**src/rtl/battleship_turn_controller.sv**
```systemverilog
// Turn sequencer for the 5x5 battleship game: one-hot game-state flags, board/shot strobes,
// shot-coordinate latch, per-side ship-cell counters and the shared turn/think cycle counter.
module battleship_turn_controller #(
   parameter int SHIP_CELLS   = 5,
   parameter int TURN_TIMEOUT = 500_000_000,
   parameter int PC_DELAY     = 50_000_000,
   parameter int CNT_W        = 30
) (
   input  logic             clk,
   input  logic             rst,
   input  logic             select_btn,
   input  logic [2:0]       row_coord,
   input  logic [2:0]       col_coord,
   input  logic             pc_board_hit,
   input  logic             player_board_hit,
   output logic             start_state,
   output logic             play_state,
   output logic             pc_state,
   output logic             win_state,
   output logic             lose_state,
   output logic             gen_boards,
   output logic             player_shoot,
   output logic             pc_shoot,
   output logic [2:0]       shot_row,
   output logic [2:0]       shot_col,
   output logic [2:0]       pc_cells_left,
   output logic [2:0]       player_cells_left,
   output logic [CNT_W-1:0] turn_timer
);

   localparam logic [3:0] S_START  = 4'd0;
   localparam logic [3:0] S_GEN    = 4'd1;
   localparam logic [3:0] S_PLAYER = 4'd2;
   localparam logic [3:0] S_PFIRE  = 4'd3;
   localparam logic [3:0] S_PCHK   = 4'd4;
   localparam logic [3:0] S_PC     = 4'd5;
   localparam logic [3:0] S_CFIRE  = 4'd6;
   localparam logic [3:0] S_CCHK   = 4'd7;
   localparam logic [3:0] S_WIN    = 4'd8;
   localparam logic [3:0] S_LOSE   = 4'd9;

   localparam logic [CNT_W-1:0] TIMEOUT_LAST = CNT_W'(TURN_TIMEOUT - 1);
   localparam logic [CNT_W-1:0] PC_LAST      = CNT_W'(PC_DELAY - 1);
   localparam logic [2:0]       CELLS        = 3'(SHIP_CELLS);

   logic [3:0]       state, nextState;
   logic             selQ, selRise, coordOk, shotTaken;
   logic [CNT_W-1:0] counter;

   assign selRise   = select_btn & ~selQ;
   assign coordOk   = (row_coord < 3'd5) && (col_coord < 3'd5);
   assign shotTaken = (state == S_PLAYER) && selRise && coordOk;
   assign turn_timer = counter;

   always_comb begin
      nextState = state;
      case (state)
         S_START:  if (selRise) nextState = S_GEN;
         S_GEN:    nextState = S_PLAYER;
         // a valid shot takes priority over a timeout landing in the same cycle
         S_PLAYER: if (shotTaken) nextState = S_PFIRE;
                   else if (counter == TIMEOUT_LAST) nextState = S_PC;
         S_PFIRE:  nextState = S_PCHK;
         S_PCHK:   nextState = (pc_board_hit && pc_cells_left <= 3'd1) ? S_WIN : S_PC;
         S_PC:     if (counter == PC_LAST) nextState = S_CFIRE;
         S_CFIRE:  nextState = S_CCHK;
         S_CCHK:   nextState = (player_board_hit && player_cells_left <= 3'd1) ? S_LOSE : S_PLAYER;
         S_WIN,
         S_LOSE:   if (selRise) nextState = S_START;
         default:  nextState = S_START;
      endcase
   end

   always_ff @(posedge clk or negedge rst) begin
      if (!rst) begin
         state             <= S_START;
         selQ              <= 1'b0;
         counter           <= '0;
         shot_row          <= 3'd0;
         shot_col          <= 3'd0;
         pc_cells_left     <= CELLS;
         player_cells_left <= CELLS;
         start_state       <= 1'b1;
         play_state        <= 1'b0;
         pc_state          <= 1'b0;
         win_state         <= 1'b0;
         lose_state        <= 1'b0;
         gen_boards        <= 1'b0;
         player_shoot      <= 1'b0;
         pc_shoot          <= 1'b0;
      end else begin
         state <= nextState;
         selQ  <= select_btn;

         // counter runs only while staying in a timed state; every transition clears it
         if ((state == S_PLAYER || state == S_PC) && nextState == state)
            counter <= counter + CNT_W'(1);
         else
            counter <= '0;

         if (shotTaken) begin
            shot_row <= row_coord;
            shot_col <= col_coord;
         end

         if (state == S_GEN) begin
            pc_cells_left     <= CELLS;
            player_cells_left <= CELLS;
         end else begin
            if (state == S_PCHK && pc_board_hit && pc_cells_left != 3'd0)
               pc_cells_left <= pc_cells_left - 3'd1;
            if (state == S_CCHK && player_board_hit && player_cells_left != 3'd0)
               player_cells_left <= player_cells_left - 3'd1;
         end

         start_state  <= (nextState == S_START) || (nextState == S_GEN);
         play_state   <= (nextState == S_PLAYER) || (nextState == S_PFIRE) || (nextState == S_PCHK);
         pc_state     <= (nextState == S_PC) || (nextState == S_CFIRE) || (nextState == S_CCHK);
         win_state    <= (nextState == S_WIN);
         lose_state   <= (nextState == S_LOSE);
         gen_boards   <= (nextState == S_GEN);
         player_shoot <= (nextState == S_PFIRE);
         pc_shoot     <= (nextState == S_CFIRE);
      end
   end

endmodule

```
**config.mk**
```make
export PLATFORM = sky130hd
export DESIGN_NAME = battleship_turn_controller
export DESIGN_NICKNAME = d
export VERILOG_FILES = /design/src/rtl/battleship_turn_controller.sv
export SDC_FILE = /design/constraint.sdc
export NUM_CORES = 1
export LEC_CHECK = 0
export CAP_MARGIN = 20
export CORE_AREA = 5 5 97 99
export CTS_CLUSTER_DIAMETER = 200
export CTS_CLUSTER_SIZE = 28
export DETAILED_ROUTE_END_ITERATION = 6
export DIE_AREA = 0 0 102 104
export GPL_ROUTABILITY_DRIVEN = 0
export PLACE_DENSITY = 0.66
export SLEW_MARGIN = 40
export SYNTH_ARGS = -nofsm -noshare
export SYNTH_HDL_FRONTEND = slang
export SYNTH_SLANG_ARGS = --single-unit
```
**constraint.sdc**
```tcl
create_clock -name clk -period 4.6 [get_ports clk]
set_input_delay 0.46 -clock clk [delete_from_list [all_inputs] [get_ports clk]]
set_output_delay 0.46 -clock clk [all_outputs]
set_load 0.02 [all_outputs]
```
==> impl.org, run 1 <==
** Status
- Run status :: finished, final reports clean

** Floorplan
- Effective utilization at floorplan :: 33.7%
- Number of ports placed on the die boundary :: 61
- The floorplan has 34 rows.
- In this run the vertical extent of the chip is 104 µm.
- Die X :: 102 µm
- The floorplan step defined a die boundary enclosing 10600 µm².
- Placeable Area :: 8470 µm²

** Clock network
- Post-CTS timing repair inserted 0 buffers for setup.
- TritonCTS built the clock tree.
- The clock net in this run drives a total of 55 sinks.
- The number of gates resized after CTS was 0.
- Counting the buffers created by CTS gives 5.
- In this run the clock root is driven by a clkbuf_8.
- H-tree levels :: 2
- Number of buffers inserted by hold repair at cts :: 0
- Clock-pin slew was measured on the worst setup and hold paths at 0.09 ns.
- Clock network latency to the later pin of the worst-skew pair :: 0.31 ns
- Buffer levels on the longest clock path :: 2

** Pwr
- Power spread over the standard cell area amounts to 430 nW/µm².
- Summed over all nets, the switching power comes to 558 µW.
- Switching power share of the total :: 35.6%
- Leakage :: 1.46 nW
- Total power of the final layout :: 1.57 mW
- Sequential cells burn 42.4% of the power.
- Combinational Power Share :: 36.4%
- Of the total power, the clock network draws 21.2%.
- The internal power of the cells totals 1.01 mW.
- Across the VDD grid, the largest voltage drop is 0.000165 V.

** GRT
- The initial antenna violation count is 0.
- Via count of the first global-routing pass :: 2240
- Total congestion overflow after global routing :: 0
- GRT Resource Usage Total :: 13.0%
- Entering global routing, the biggest net connects 56 pins.
- Wire length of the first global-routing pass :: 11.2 mm

** Timing
- Total negative slack for setup checks :: 0 ns
- Transition time of the tightest slew-check pin :: 0.701 ns
- Final Skew :: 0.00565 ns
- In the finished design, the share of the clock period the worst path needs comes to 52.1%.
- Final hold vios :: 0
- Final max-slew violation count :: 0
- Setup repair after global routing left no endpoint under its margin.
- Setup slack on the critical path of the routed design comes to 2.20 ns.
- Headroom to the max-slew limit came out at 53.3%.
- Static timing analysis puts the maximum clock frequency at 417 MHz.
- Setup violations remaining at the end of the flow were counted as 0.
- Post-layout minimum cycle time :: 2.40 ns

** Layout
- Layout filler cell count :: 810
- Count of antenna diodes in the layout :: 0
- Fraction of layout cells with a size suffix above 1 :: 9.41%
- From synthesis to final layout, the design area changed by 27.9%.
- Final standard cell count with taps included and fillers excluded :: 448
- Summing all non-filler instances in the final layout gives an area of 3650 µm².
- In the final design database the tool counted 356 nets.

** Yosys
- Yosys mapped a number of flops with a built-in enable equal to 0.
- The synthesized netlist contains 49 unique library cells.
- Post-synth design cell area :: 2860 µm²
- Async set-or-reset flop fraction in the synthesized netlist :: 100%
- The number of nets handed over by synthesis was 298.
- For this run, the leading register cell type out of synthesis is dfrtp_1.
- After synthesis, the mean cell area works out to 10.2 µm².
- The Yosys step of the flow raised 0 warnings.
- Instance count of the mapped netlist :: 281
- Counting flops and latches in the post-synthesis netlist gives 55.
- Share of the yosys chip area belonging to registers :: 48.4%

** Route
- Dividing the detail-routed via count by the number of cells gives 5.04.
- DRC violation total after the first TritonRoute iteration :: 57
- Per-cell routed wire length :: 14.9 µm
- DRC :: 0
- The count of nets left with antenna violations once routing finished came out at 0.
- The detailed router placed 2260 vias in this run.
- DR pass1 iterations :: 4
- Post-Route WL :: 6.68 mm

** Worst setup path
- Family with the most delay on the worst path :: simple AND/OR/NAND/NOR gates
- The signal on the critical path passes through ha_1 > and3_1 > nand2_2 > nor4_4 > o31a_2 > nor2_1.
- STA classifies the critical path endpoint as a flop.
- The number of buffers and inverters on the critical path is 0.
- In this run the worst path has a maximum fanout of 30.
- Nature of the critical path startpoint :: flop
- At the worst endpoint, the arrival time is 2.57 ns.
- STA puts the critical path data required time at 4.78 ns.
- The slowest stage of the critical path belongs to the cell o31a_2.
- For this run, the slowest stage of the critical path takes 0.58 ns.
- By startpoint and endpoint, the worst setup path is classified as flop to flop.

** Place
- Post-placement worst setup slack :: 2.19 ns
- Post-DP HPWL :: 4.89 mm
- The placed instances occupy a cell area of 3530 µm².
- Total of buffers placed on input and output ports :: 60
- Once placement completed, the tool counted placed cells totaling 440.

** Min path
- Worst Hold Class :: input pin to async pin

** Run
- Across the run, the number of max-cap violations was 0.
-- placed cells by master, fill, tap and decap left out, types with 2 or more instances in the layout --
cell type        instances
mux2_2                   6
and4_1                   5
nand2b_1                 2
nand3_1                 15
and3_1                   5
nor4_2                   2
nor4b_1                  4
clkbuf_8                 6
nor2_1                  41
nor2b_1                  5
and2_1                   2
nand4_1                 14
dfstp_2                  5
nand2_1                 15
a211oi_1                 2
dfrtp_1                 50
ha_1                     6
o31ai_1                  2
nor4_1                   8
inv_1                   16
xnor2_1                 26
clkdlybuf4s50_1         59
a21oi_1                  2
o21ai_0                  3
xor2_1                   5
nor3_1                   8
-- registers in the layout (all words and copies together) (netlist names) --
| register | flops |
|---|---|
| state | 4 |
| start_state | 1 |
| turn_timer | 30 |
| play_state | 1 |
| player_shoot | 1 |
| lose_state | 1 |
| shot_col | 3 |
| win_state | 1 |
| player_cells_left | 3 |
| gen_boards | 1 |
| pc_cells_left | 3 |
| selQ | 1 |
| shot_row | 3 |
| pc_shoot | 1 |
| pc_state | 1 |
-- routing by layer --
metal / wire [µm] / track usage (%) / share of wire [%] / vias to the layer above
met5: 0 / 0 / 0 / -
met2: 3180 / 20.7 / 48 / 52
met1: 3100 / 17.6 / 46 / 1098
met3: 326 / 3.42 / 4.9 / 8
li1: - / - / - / 1102
met4: 70 / 3.09 / 1.0 / 0
-- worst register-to-register path, cell delays in order (launching register included) --
cell and delay (ns):
dfrtp_1 0.41, ha_1 0.20, and3_1 0.34, nand2_2 0.23, nor4_4 0.39, o31a_2 0.58
nor2_1 0.12
-- per-stage QoR --
step	util [%]	hold slack [ns]
global placement	41.7	0.488
global route	43.1	0.340
CTS	43.1	0.293
detailed placement	41.7	0.501
finish	43.1	0.267
floorplan	-	0.164
-- power by group through the flow --
stage          Sequential (mW)  Combinational [mW]  Clock, mW
4_1_cts                  0.668               0.581      0.343
2_1_floorplan            0.705               0.369          0
6_report                 0.666               0.570      0.332
3_3_place_gp             0.674               0.573          0
3_5_place_dp             0.679               0.579          0
5_1_grt                  0.682               0.629      0.362
-- cell families (layout without fill, tap and decap cells) --
kind of cell	Yosys count	count (layout)	synth area share, %
and+or+nand+nor	137	137	27.0
adders and majority gates	6	6	2.63
muxes	7	7	2.72
AOI/OAI and AO/OA	19	19	5.26
xor gates and xnor gates	31	31	9.51
buffers and inverters	26	85	4.43
DFF	55	55	48.4
-- synthesized netlist by cell type (all sizes together) (3+ instances only) --
library cell / number / area [µm²]
dfrtp: 50 / 1250
nor2: 41 / 154
xnor2: 26 / 228
inv: 16 / 60.1
nand2: 16 / 62.6
nand3: 15 / 75.1
nand4: 15 / 100
nor4: 11 / 90.1
nor3: 9 / 50.1
buf: 8 / 58.8
ha: 6 / 75.1
mux2: 6 / 67.6
and3: 5 / 31.3
and4: 5 / 43.8
dfstp: 5 / 131
nor2b: 5 / 31.3
nor4b: 5 / 58.8
xor2: 5 / 43.8
o21ai: 3 / 15.0
-- cell type report --
class / count / area [µm²] / area share, %
well taps: 108 / 135 / 3.70
flip-flops and latches: 55 / 1380 / 37.9
clock buffers: 6 / 82.6 / 2.26
clock inverters: 2 / 35.0 / 0.960
repair buffers: 61 / 603 / 16.5
inverters: 16 / 60.1 / 1.64
multi-input cells: 200 / 1350 / 37.0
-- final timing paths --
check	slack, ns	startpoint	to	cells past startpoint
max	2.20	turn_timer[0]	turn_timer[15]	6
min	0.27	rst	turn_timer[17]	2
max reg2reg	2.20	turn_timer[0]	turn_timer[15]	6
min reg2reg	0.51	turn_timer[0]	turn_timer[0]	1
max in group asynchronous	3.86	rst	win_state	2
min in group clk	0.51	turn_timer[0]	turn_timer[0]	1
No activity file was read; power rests on OpenSTA's default activity.
==> inputs of run 2 (changes only) <==
==> constraint.sdc (replaced) <==
create_clock -name clk -period 2.5 [get_ports clk]
set_input_delay 0.25 -clock clk [delete_from_list [all_inputs] [get_ports clk]]
set_output_delay 0.25 -clock clk [all_outputs]
set_load 0.02 [all_outputs]
==> impl.org, run 2 (same netlist as run 1, synthesis figures left out) <==
** Layout
- Area of the multi-input gates :: 1350 µm²
- Final instance area :: 3670 µm²
- Relative to the synthesized area, the layout overhead comes to 28.7%.
- Final net count :: 361
- Measured on the finished design, the core utilization comes to 43.4%.
- Commonest non-fill, non-tap cell in the layout :: clkdlybuf4s50_1
- Sequential cell area in the final layout :: 1380 µm²
- Commonest cells after routing, fill and taps aside :: clkdlybuf4s50_1, dfrtp_1, nor2_1, xnor2_1, inv_1
- 0 antenna diodes ended up in the layout.
- The register with the most flip-flops in the layout has 30 of them.
- Counting the fill cells in the layout gives 824.
- Fraction of layout cells with a size suffix above 1 :: 10.1%

** Timing
- The final hold violation count came to 0.
- Setup repair after global routing missed its margin :: false
- Headroom to the max-slew limit came out at 56.9%.
- Total negative slack for setup checks :: 0 ns
- Finish-stage setup viols :: 0
- For the pin with the worst max-slew slack, the measured transition is 0.647 ns.
- Setup slack on the critical path of the routed design comes to 0.278 ns.
- Final max-slew violation count :: 0
- Final Skew :: 0.00842 ns
- Static timing analysis puts the maximum clock frequency at 450 MHz.
- On the final layout, the worst hold slack is 0.442 ns.
- Of the available clock period, the critical path in the final layout requires 88.9%.
- Post-layout minimum cycle time :: 2.22 ns

** Route
- After detailed routing, the number of vias per cell comes to 4.90.
- Post-Route WL :: 6.83 mm
- The first TritonRoute pass finished after 4 iterations.
- In the routed design, unresolved DRC markers number 0.
- In this run the remaining antenna-violating nets after routing total 0.
- After detailed routing, the average wire length per cell comes to 15.1 µm.
- The final route contains 2220 vias.
- In this run, the number of DRC markers left after iteration 0 of detailed routing was 40.

** Floorplan
- The die covers 10600 µm².
- Once the floorplan was initialized, standard cells occupied 33.7% of the core.
- Measured along the y axis, the die boundary spans 104 µm.
- Die X :: 102 µm
- 61 I/O pins were placed.
- Cell Rows :: 34
- In this run the standard cell core region covers 8470 µm².

** Worst setup path
- CP Capture Type :: flop
- Required time at the worst-slack endpoint :: 2.70 ns
- The critical path goes through ha_1 > and3_1 > nand2_2 > nor4_4 > o31a_2 > buf_12 > nor2_1.
- STA puts the critical path data arrival time at 2.43 ns.
- The critical path starts at turn_timer[0].
- Maximum single-stage delay on the critical path :: 0.42 ns
- Along the worst path, the maximum fanout reaches 30.
- STA classifies the critical path startpoint as a flop.
- Setup CP Type :: flop to flop
- The slowest stage of the critical path is the dfrtp_1 cell.
- The startpoint identified for the worst register-to-register timing path is turn_timer[0].

** GRT
- Number of antenna violations at the first check in global routing :: 0
- Global routing finished with a remaining overflow of 0.
- Maximum number of pins on one net before global-route repair :: 31
- The via count of the first global-routing pass is 2384.
- Global routing used 13.4% of the available tracks across all layers.
- The first global-routing pass estimated 11.6 mm of wire.

** Pwr
- Worst voltage drop across the vdd grid :: 0.000304 V
- The analysis attributes to cell leakage a power of 1.47 nW.
- Power Internal :: 1.78 mW
- The share of total power dissipated in the clock network is 17.9%.
- Registers are responsible for 43.0% of the overall power.
- Combinational Power Share :: 39.1%
- Net switching is 37.4% of the power.
- For this design the ratio of total power to cell area is 774 nW/µm².
- The analysis attributes to net switching a power of 1.07 mW.

** Clock network
- Number of clock sinks :: 55
- Clk root buf :: clkbuf_8
- Post-cts gate resize count :: 0
- Setup repair bufs after CTS :: 0
- After clock tree synthesis, the clock-pin slew on the worst setup and hold paths is 0.11 ns.
- Clock network latency to the later pin of the worst-skew pair :: 0.31 ns
- Counting along the longest clock path gives a buffer depth of 2.
- Buffers inserted to repair hold after CTS numbered 1.
- CTS tree :: done
- H-tree levels :: 2
- CTS buffer count :: 5

** Place
- Instance area after placement :: 3570 µm²
- Detailed placement finished with a half-perimeter wire length of 5.08 mm.
- Before CTS, the worst setup slack after placement is 0.284 ns.
- Total of buffers placed on input and output ports :: 60

** Min path
- Startpoint of the tightest hold check path :: select_btn
- Worst Hold Class :: input pin to flop

** Run
- The tool flagged a number of max-cap violations equal to 0.

** Status
- The run finished with clean final reports.
==> run 2: changes by cell type in the layout (fill, tap and decap cells not counted), sizes merged <==
cell | before | now
clkinv | 1 | 2
dlygate4sd3 | 0 | 1
bufinv | 1 | 0
clkinvlp | 0 | 1
buf | 2 | 6
clkbuf | 6 | 5
==> run 2: area by class of cell <==
type / count / share of cell area [%]
flip-flops and latches: 55 / 37.6
multi-input cells: 200 / 36.6
repair buffers: 66 / 17.8
well taps: 108 / 3.68
clock buffers: 5 / 1.87
inverters: 16 / 1.63
clock inverters: 3 / 0.681
==> run 2: routing by layer <==
metal	global-route usage, %	wire (µm)
met5	0	0
met3	3.09	325
met2	22.5	3400
met4	2.81	60
met1	17.4	3050
==> run 2: critical path: cells and delay by family, from the launching register on <==
kind,cells,cell delay (ns)
DFF,1,0.42
adders and majority gates,1,0.20
and+or+nand+nor,4,1.08
AOI/OAI and AO/OA,1,0.22
buffers and inverters,1,0.18
==> run 2: final timing paths <==
path	endpoint	slack, ns	cells past startpoint
setup / recovery	turn_timer[4]	0.28	7
hold / removal	selQ	0.44	1
setup reg to reg	turn_timer[4]	0.28	7
hold reg to reg	turn_timer[0]	0.51	1
max in group asynchronous	player_cells_left[0]	1.31	3
min in group asynchronous	turn_timer[13]	0.48	2
==> run 2: power by group through the flow <==
stage	logic, mW	registers [mW]	clock network (mW)
floorplan	0.679	1.30	0
global placement	1.10	1.24	0
detailed placement	1.12	1.24	0
CTS	1.13	1.22	0.531
global route	1.22	1.25	0.561
finish	1.11	1.22	0.510
==> run 2: stage by stage <==
stage | instances | total power [mW]
after floorplan | 281 | 1.98
after global placement | 444 | 2.34
after detailed placement | 444 | 2.37
after CTS | 453 | 2.89
after global routing | 453 | 3.03
final | 453 | 2.84
